--- src/rtl/kb_input_pkg.sv ---
// -----------------------------------------------------------------------------
// kb_input_pkg
// Purpose : Shared definitions for the keyboard front end / piece-spawn block.
//           Holds the key channel indices, the spawn FSM state type, the
//           auto-repeat phase type, the piece index type and the game state
//           encoding that means "playing".
// Contents:
//   K_LEFT..K_ENTER   channel index of each decoded key
//   PLAY_STATE        Game_State encoding for "playing"
//   piece_t           3-bit piece index (up to 8 piece kinds)
//   spawn_state_t     IDLE / SEARCH / READY
//   repeat_phase_t    DAS (initial delay) / ARR (steady repeat)
//   piece_wrap_inc    next piece index, wrapping at the number of kinds
// -----------------------------------------------------------------------------
package kb_input_pkg;

  localparam int K_LEFT  = 0;
  localparam int K_RIGHT = 1;
  localparam int K_UP    = 2;
  localparam int K_DOWN  = 3;
  localparam int K_SPACE = 4;
  localparam int K_ENTER = 5;

  localparam logic [2:0] PLAY_STATE = 3'b001;

  typedef logic [2:0] piece_t;

  typedef enum logic [1:0] {
    IDLE   = 2'd0,
    SEARCH = 2'd1,
    READY  = 2'd2
  } spawn_state_t;

  typedef enum logic {
    PH_DAS = 1'b0,
    PH_ARR = 1'b1
  } repeat_phase_t;

  // Step a piece index forward by one, wrapping back to 0 after the last kind.
  function automatic piece_t piece_wrap_inc(input piece_t p, input int unsigned num_pieces);
    if ((32'(p) + 32'd1) >= num_pieces) begin
      piece_wrap_inc = piece_t'(0);
    end else begin
      piece_wrap_inc = p + piece_t'(1);
    end
  endfunction

endpackage

--- src/rtl/key_repeat_ch.sv ---
// -----------------------------------------------------------------------------
// key_repeat_ch
// Purpose : One decoded key channel. Turns the per-cycle "this key is down"
//           match into a registered held level plus a press output that is
//           either a level, a single press pulse, or a press pulse followed
//           by DAS/ARR auto-repeat pulses counted in frame_rise events.
// Ports   :
//   Clk         in   system clock
//   Reset       in   synchronous, active-high
//   match       in   keycode currently equals this channel's code
//   frame_rise  in   one-cycle strobe on each rising edge of the frame clock
//   press       out  registered press level / pulse
//   held        out  registered match
// -----------------------------------------------------------------------------
module key_repeat_ch #(
  parameter bit IS_REPEAT  = 1'b0,
  parameter bit IS_LEVEL   = 1'b0,
  parameter int DAS_FRAMES = 10,
  parameter int ARR_FRAMES = 2,
  parameter int CNT_W      = 6
) (
  input  logic Clk,
  input  logic Reset,
  input  logic match,
  input  logic frame_rise,
  output logic press,
  output logic held
);

  import kb_input_pkg::*;

  localparam logic [CNT_W-1:0] DAS_C = CNT_W'(DAS_FRAMES);
  localparam logic [CNT_W-1:0] ARR_C = CNT_W'(ARR_FRAMES);

  logic             r_match_q;
  logic             r_press;
  logic             r_held;
  repeat_phase_t    r_phase;
  logic [CNT_W-1:0] r_cnt;

  logic             w_press_next;
  repeat_phase_t    w_phase_next;
  logic [CNT_W-1:0] w_cnt_next;
  logic [CNT_W-1:0] w_cnt_inc;

  assign w_cnt_inc = r_cnt + CNT_W'(1);

  // Registered channel state: previous match for edge detection, the
  // repeat phase/counter and the two outputs.
  always_ff @(posedge Clk) begin
    if (Reset) begin
      r_match_q <= 1'b0;
      r_press   <= 1'b0;
      r_held    <= 1'b0;
      r_phase   <= PH_DAS;
      r_cnt     <= '0;
    end else begin
      r_match_q <= match;
      r_press   <= w_press_next;
      r_held    <= match;
      r_phase   <= w_phase_next;
      r_cnt     <= w_cnt_next;
    end
  end

  // Press decision. A fresh press always restarts the repeat timer, even if
  // a frame rise lands in the same cycle, so the first repeat is always a
  // full DAS_FRAMES rises after the press pulse.
  always_comb begin
    w_press_next = 1'b0;
    w_phase_next = r_phase;
    w_cnt_next   = r_cnt;
    if (IS_LEVEL) begin
      w_press_next = match;
    end else if (!match) begin
      w_phase_next = PH_DAS;
      w_cnt_next   = '0;
    end else if (!r_match_q) begin
      w_press_next = 1'b1;
      w_phase_next = PH_DAS;
      w_cnt_next   = '0;
    end else if (IS_REPEAT && frame_rise) begin
      if (r_phase == PH_DAS) begin
        if (w_cnt_inc == DAS_C) begin
          w_press_next = 1'b1;
          w_phase_next = PH_ARR;
          w_cnt_next   = '0;
        end else begin
          w_cnt_next = w_cnt_inc;
        end
      end else begin
        if (w_cnt_inc == ARR_C) begin
          w_press_next = 1'b1;
          w_cnt_next   = '0;
        end else begin
          w_cnt_next = w_cnt_inc;
        end
      end
    end
  end

  assign press = r_press;
  assign held  = r_held;

endmodule

--- src/rtl/kb_input_repeat.sv ---
// -----------------------------------------------------------------------------
// kb_input_repeat
// Purpose : Keyboard front end and piece-spawn source for the Tetris datapath.
//           Decodes the USB keycode into key channels (press / level / DAS-ARR
//           auto-repeat) and runs a 7-bag randomiser that issues one-hot
//           spawn pulses on frame clock rises while the game is playing.
// Ports   :
//   Clk            in   system clock, all logic on posedge
//   Reset          in   synchronous, active-high
//   frame_clk      in   frame-rate clock, sampled as data
//   keycode        in   current USB keycode, 0 = none
//   randnum        in   free-running random value
//   Game_State     in   game FSM state
//   En_New_Static  in   board ready to accept a new piece
//   key_press      out  per-channel press pulse / level
//   key_held       out  per-channel registered keycode match
//   Active         out  one-hot spawn pulse, one cycle
//   next_piece     out  piece index the next spawn will use
// -----------------------------------------------------------------------------
module kb_input_repeat #(
  parameter int                    NUM_KEYS    = 6,
  parameter logic [8*NUM_KEYS-1:0] KEY_CODES   = {8'd40, 8'd44, 8'd81, 8'd82, 8'd79, 8'd80},
  parameter logic [NUM_KEYS-1:0]   REPEAT_MASK = 6'b001011,
  parameter logic [NUM_KEYS-1:0]   LEVEL_MASK  = 6'b010000,
  parameter int                    DAS_FRAMES  = 10,
  parameter int                    ARR_FRAMES  = 2,
  parameter int                    CNT_W       = 6,
  parameter int                    NUM_PIECES  = 7,
  parameter logic [2:0]            PLAY_STATE  = 3'b001
) (
  input  logic                  Clk,
  input  logic                  Reset,
  input  logic                  frame_clk,
  input  logic [7:0]            keycode,
  input  logic [2:0]            randnum,
  input  logic [2:0]            Game_State,
  input  logic                  En_New_Static,
  output logic [NUM_KEYS-1:0]   key_press,
  output logic [NUM_KEYS-1:0]   key_held,
  output logic [NUM_PIECES-1:0] Active,
  output logic [2:0]            next_piece
);

  import kb_input_pkg::*;

  logic                  r_frame_q;
  logic [2:0]            r_game_q;
  spawn_state_t          r_state;
  piece_t                r_cand;
  piece_t                r_next_piece;
  logic [NUM_PIECES-1:0] r_active;
  logic [NUM_PIECES-1:0] r_bag;

  logic                  w_frame_rise;
  logic                  w_frame_fall;
  logic                  w_playing;
  logic                  w_enter_play;
  logic [NUM_KEYS-1:0]   w_match;
  logic [NUM_KEYS-1:0]   w_press;
  logic [NUM_KEYS-1:0]   w_held;
  piece_t                w_rand_cand;
  logic [NUM_PIECES-1:0] w_onehot;
  spawn_state_t          w_state_next;
  piece_t                w_cand_next;
  piece_t                w_next_piece_next;
  logic [NUM_PIECES-1:0] w_active_next;
  logic [NUM_PIECES-1:0] w_spawn_mask;
  logic [NUM_PIECES-1:0] w_bag_merged;
  logic [NUM_PIECES-1:0] w_bag_next;

  assign w_frame_rise = frame_clk & ~r_frame_q;
  assign w_frame_fall = ~frame_clk & r_frame_q;
  assign w_playing    = (Game_State == PLAY_STATE);
  assign w_enter_play = w_playing && (r_game_q != PLAY_STATE);
  assign w_rand_cand  = piece_t'(32'(randnum) % NUM_PIECES);

  // One channel per key; a level channel ignores its repeat bit.
  for (genvar g = 0; g < NUM_KEYS; g++) begin : g_key
    assign w_match[g] = (keycode == KEY_CODES[g*8 +: 8]);

    key_repeat_ch #(
      .IS_REPEAT (REPEAT_MASK[g]),
      .IS_LEVEL  (LEVEL_MASK[g]),
      .DAS_FRAMES(DAS_FRAMES),
      .ARR_FRAMES(ARR_FRAMES),
      .CNT_W     (CNT_W)
    ) u_ch (
      .Clk       (Clk),
      .Reset     (Reset),
      .match     (w_match[g]),
      .frame_rise(w_frame_rise),
      .press     (w_press[g]),
      .held      (w_held[g])
    );
  end

  assign key_press = w_press;
  assign key_held  = w_held;

  // One-hot of the piece waiting to be spawned.
  always_comb begin
    w_onehot               = '0;
    w_onehot[r_next_piece] = 1'b1;
  end

  // Edge-detect registers plus the spawn FSM and bag state.
  always_ff @(posedge Clk) begin
    if (Reset) begin
      r_frame_q    <= 1'b0;
      r_game_q     <= '0;
      r_state      <= IDLE;
      r_cand       <= '0;
      r_next_piece <= '0;
      r_active     <= '0;
      r_bag        <= '0;
    end else begin
      r_frame_q    <= frame_clk;
      r_game_q     <= Game_State;
      r_state      <= w_state_next;
      r_cand       <= w_cand_next;
      r_next_piece <= w_next_piece_next;
      r_active     <= w_active_next;
      r_bag        <= w_bag_next;
    end
  end

  // Spawn FSM. Every frame fall restarts the draw from a fresh random
  // candidate; SEARCH walks forward past pieces already taken from the bag,
  // which always terminates because a full bag is emptied on the spot.
  // A rise only spawns once the search has settled into READY.
  always_comb begin
    w_state_next      = r_state;
    w_cand_next       = r_cand;
    w_next_piece_next = r_next_piece;
    w_active_next     = '0;
    w_spawn_mask      = '0;
    if (w_frame_fall) begin
      w_cand_next  = w_rand_cand;
      w_state_next = SEARCH;
    end else begin
      case (r_state)
        IDLE: begin
        end
        SEARCH: begin
          if (r_bag[r_cand]) begin
            w_cand_next = piece_wrap_inc(r_cand, unsigned'(NUM_PIECES));
          end else begin
            w_next_piece_next = r_cand;
            w_state_next      = READY;
          end
        end
        READY: begin
          if (w_frame_rise && w_playing && En_New_Static) begin
            w_spawn_mask  = w_onehot;
            w_active_next = w_onehot;
            w_state_next  = IDLE;
          end
        end
        default: begin
          w_state_next = IDLE;
        end
      endcase
    end

    // Entering play empties the bag; a spawn in that same cycle counts as the
    // first draw of the new bag.
    w_bag_merged = (w_enter_play ? '0 : r_bag) | w_spawn_mask;
    w_bag_next   = (&w_bag_merged) ? '0 : w_bag_merged;
  end

  assign Active     = r_active;
  assign next_piece = r_next_piece;

endmodule

--- config.mk ---
export PLATFORM = sky130hd
export DESIGN_NAME = kb_input_repeat
export DESIGN_NICKNAME = d
export VERILOG_FILES = /design/src/rtl/kb_input_pkg.sv /design/src/rtl/key_repeat_ch.sv /design/src/rtl/kb_input_repeat.sv
export SDC_FILE = /design/constraint.sdc
export NUM_CORES = 1
export LEC_CHECK = 0
export BUFFER_PORTS_ARGS = -buffer_cell sky130_fd_sc_hd__buf_2
export CAP_MARGIN = 20
export CELL_PAD_IN_SITES_DETAIL_PLACEMENT = 0
export CELL_PAD_IN_SITES_GLOBAL_PLACEMENT = 2
export CORE_MARGIN = 4
export CORE_UTILIZATION = 35
export CTS_BUF_LIST = sky130_fd_sc_hd__clkbuf_16
export DETAILED_ROUTE_END_ITERATION = 16
export PLACE_DENSITY_LB_ADDON = 0.1
export SLEW_MARGIN = 0
export SYNTH_ARGS = -nofsm -noshare
export SYNTH_HDL_FRONTEND = slang
export SYNTH_SLANG_ARGS = --single-unit
--- constraint.sdc ---
create_clock -name Clk -period 1.9 [get_ports Clk]
set_input_delay 0.19 -clock Clk [delete_from_list [all_inputs] [get_ports Clk]]
set_output_delay 0.19 -clock Clk [all_outputs]
set_load 0.01 [all_outputs]
==> flow_summary.ini <==
[power]
switchingPower_mw = 0.589
p_seq_share_pct = 45.2
p_int_mw = 2.15
p_clk_share_pct = 49.4
ir_drop_mv = 0.445
combinationalPowerShare_pct = 5.3
leakagePower_nw = 1.39
p_sw_share_pct = 21.6
powerDensity_nw_per_um2 = 772

[hold_path]
min_from = keycode[2]
hold_path_class = primary input to flip-flop
hold_end = g_key[5].u_ch.press
holdPathStages = 2

[run]
max_cap_viol_count = 0

[critical_path]
cp-end-kind = flip-flop
rr_startpoint = r_state[0]
required_ps = 2080
cp-start-kind = flip-flop
cp-startpoint = r_state[0]
reg2reg_to = r_bag[0]
rr_worst_depth = 5
r2r_slack_ps = 110
worst-setup-path-type = flip-flop to flip-flop
worstPathArrival_ps = 1980
crit_fanout = 7

[route]
drt.antenna.violating_nets = 0
wirelength_mm = 6.56
via_per_inst = 4.85
drt-initial-drc-count = 79
wl_per_cell_um = 13.5
num_vias = 2355
drc = 0
drtPass1Iterations = 4

[finish]
antenna_cells = 0
area_delta_synth_final_pct = 24.3
nets = 407
drive_gt1_share_pct = 24.5
fin_area_um2 = 3540
utilization_pct = 45.4

[floorplan]
ios = 40
rows = 32
design.core.area_um2 = 7810
die_x_um = 98.2
start_util_pct = 36.5
die_area_um2 = 9650
die_h_um = 98.2

[placement]
gp_congestion = 0.823
port_buffers = 39
dp_slack_ps = -78.8
place_hpwl_mm = 4.96
dpl_cell_area_um2 = 3270

[timing]
worst_pin_slew_ps = 410
slew_headroom_pct = 72.0
drv_slew = 0
setup_ws_ps = 107
max_freq_mhz = 558
setup_viol = 0
clock_skew_ps = 6.37
hold_viol = 0
whs_ps = 80.9
fin_crit_sh_pct = 94.4
min_period_ps = 1790

[cts]
clk_latency_ps = 320
cts_max_level = 3
cts_root_buf = clkbuf_16
cts_tree = done
cts_buffers = 9
cts_max_path_buffers = 2
postCtsSetupBuffers = 0
path_clk_slew_ps = 50
cts_sinks = 58
ctsHoldBuffers = 0

[yosys]
synth_edf_count = 0
synth_cell_types = 53
syn_avg_cell_area_um2 = 8.85
yosysSeqAreaShare_pct = 40.7
synth_ff_type = dfxtp_1
ys_seq_elements = 58
syn-cell-area_um2 = 2850
syn_nets = 349
async_flop_share_pct = 0
yosysWarnings = 0
synthCells = 322

[grt]
first_global_vias = 2339
grt_antenna_before_repair = 0
grt.total_usage_pct = 14.4
grt_pass1_wl_mm = 11.2
grt_max_degree = 28
overflow = 0

[outcome]
outcome = finished, final reports clean
[placed cells by master (no fill, tap or decap), drive strengths merged, types with 2 or more instances in the layout]
| cell type | instances |
|---|---|
| a211oi | 9 |
| and3 | 4 |
| nand4 | 10 |
| o31a | 2 |
| nand2b | 9 |
| xnor2 | 12 |
| or3b | 2 |
| clkinv | 5 |
| and2 | 4 |
| nor3b | 3 |
| nor4b | 2 |
| xor2 | 11 |
| nand2 | 20 |
| nor4bb | 2 |
| clkbuf | 9 |
| nor2 | 33 |
| dfxtp | 58 |
| a21oi | 10 |
| a21boi | 3 |
| a221oi | 2 |
| o31ai | 2 |
| ha | 9 |
| buf | 71 |
| mux2i | 7 |
| nor3 | 20 |
| o32ai | 3 |
| and4 | 2 |
| a31oi | 5 |
| inv | 15 |
| o2bb2ai | 3 |
| o21ai | 4 |
| nand3 | 6 |
| nand3b | 3 |
| nor2b | 9 |
[final cells by class]
type                    count  area, um2
inverters                  14       52.6
multi-input cells         226       1510
repair buffers             71        435
clock inverters             6       26.3
well taps                 102        128
clock buffers               9        225
flip-flops and latches     58       1160
fillers                   815       4260
[power groups by stage]
stage	registers [mW]	clock network (mW)	logic, mW
6_report	1.24	1.35	0.146
2_1_floorplan	1.26	0	0.0784
4_1_cts	1.24	1.40	0.147
3_3_place_gp	1.26	0	0.147
3_5_place_dp	1.26	0	0.146
5_1_grt	1.24	1.46	0.163
[critical path, stage by stage, from the launching register on]
cell       delay (ps)
dfxtp_1           360
nand4bb_1         250
or4_1             470
a22oi_1           170
and4_2            320
a221oi_1           90
[kinds of logic after synthesis]
family | Yosys count | share of synthesized area, %
xor gates and xnor gates | 23 | 7.07
adders and majority gates | 9 | 3.95
buffers and inverters | 38 | 6.76
AOI/OAI and AO/OA | 49 | 12.1
DFF | 58 | 40.7
muxes | 8 | 3.25
and+or+nand+nor | 137 | 26.2
[metal layers]
layer / wire, um / track usage (%) / share of wire, %
met1: 3480 / 20.3 / 53
met2: 2600 / 20.3 / 40
met3: 343 / 3.79 / 5.2
met4: 133 / 6.93 / 2.0
met5: 0 / 0 / 0
[sequential cells by signal, summed over array words and instances, names as in the netlist]
| name | flops |
|---|---|
| g_key.u_ch.press | 6 |
| Active | 7 |
| next_piece | 3 |
| g_key.u_ch.r_match_q | 3 |
| g_key.u_ch.r_cnt | 18 |
| r_game_q | 3 |
| r_state | 2 |
| g_key.u_ch.r_phase | 3 |
| r_bag | 7 |
| r_cand | 3 |
| g_key.u_ch.held | 2 |
| r_frame_q | 1 |
[timing repair]
item                       CTS  global route
hold endpoints to repair     0             0
gates resized for setup      0             5
setup endpoints to repair    0            14
[cells in the mapped netlist (2+ instances only)]
cell / n / area (um2)
dfxtp_1: 58 / 1160
nor2_1: 33 / 124
nand2_1: 20 / 75.1
nor3_1: 20 / 100
inv_1: 14 / 52.6
buf_4: 13 / 97.6
xnor2_1: 12 / 105
xor2_1: 11 / 96.3
a21oi_1: 10 / 50.1
nand4_1: 10 / 62.6
a211oi_1: 9 / 67.6
clkbuf_1: 9 / 33.8
ha_1: 9 / 113
nand2b_1: 9 / 56.3
nor2b_1: 9 / 56.3
mux2i_1: 7 / 70.1
nand3_1: 6 / 30.0
a31oi_1: 5 / 31.3
and3_1: 4 / 25.0
o21ai_0: 4 / 20.0
a21boi_0: 3 / 22.5
and2_1: 3 / 18.8
nand3b_1: 3 / 22.5
o2bb2ai_1: 3 / 26.3
o32ai_1: 3 / 26.3
a221oi_1: 2 / 17.5
and4_1: 2 / 17.5
nor3b_1: 2 / 15.0
nor4b_1: 2 / 17.5
nor4bb_1: 2 / 20.0
o31a_1: 2 / 17.5
o31ai_1: 2 / 15.0
[stage by stage]
step           TNS [ps]  cells  total power, mW
2_1_floorplan         0    322             1.34
3_3_place_gp       -232    471             1.41
3_5_place_dp       -438    471             1.41
4_1_cts               0    486             2.78
5_1_grt           -15.7    486             2.86
6_report              0    486             2.73
[worst max path at each step]
stage / endpoint / slack (ps) / cells after the start
global route: r_bag[0] / -20 / 5
detailed placement: r_bag[0] / -80 / 6
finish: r_bag[0] / 110 / 5
global placement: r_bag[2] / -50 / 6
floorplan: r_bag[0] / 130 / 6
CTS: r_cand[0] / 70 / 8
Note: power is estimated with default switching activity, not from simulation.
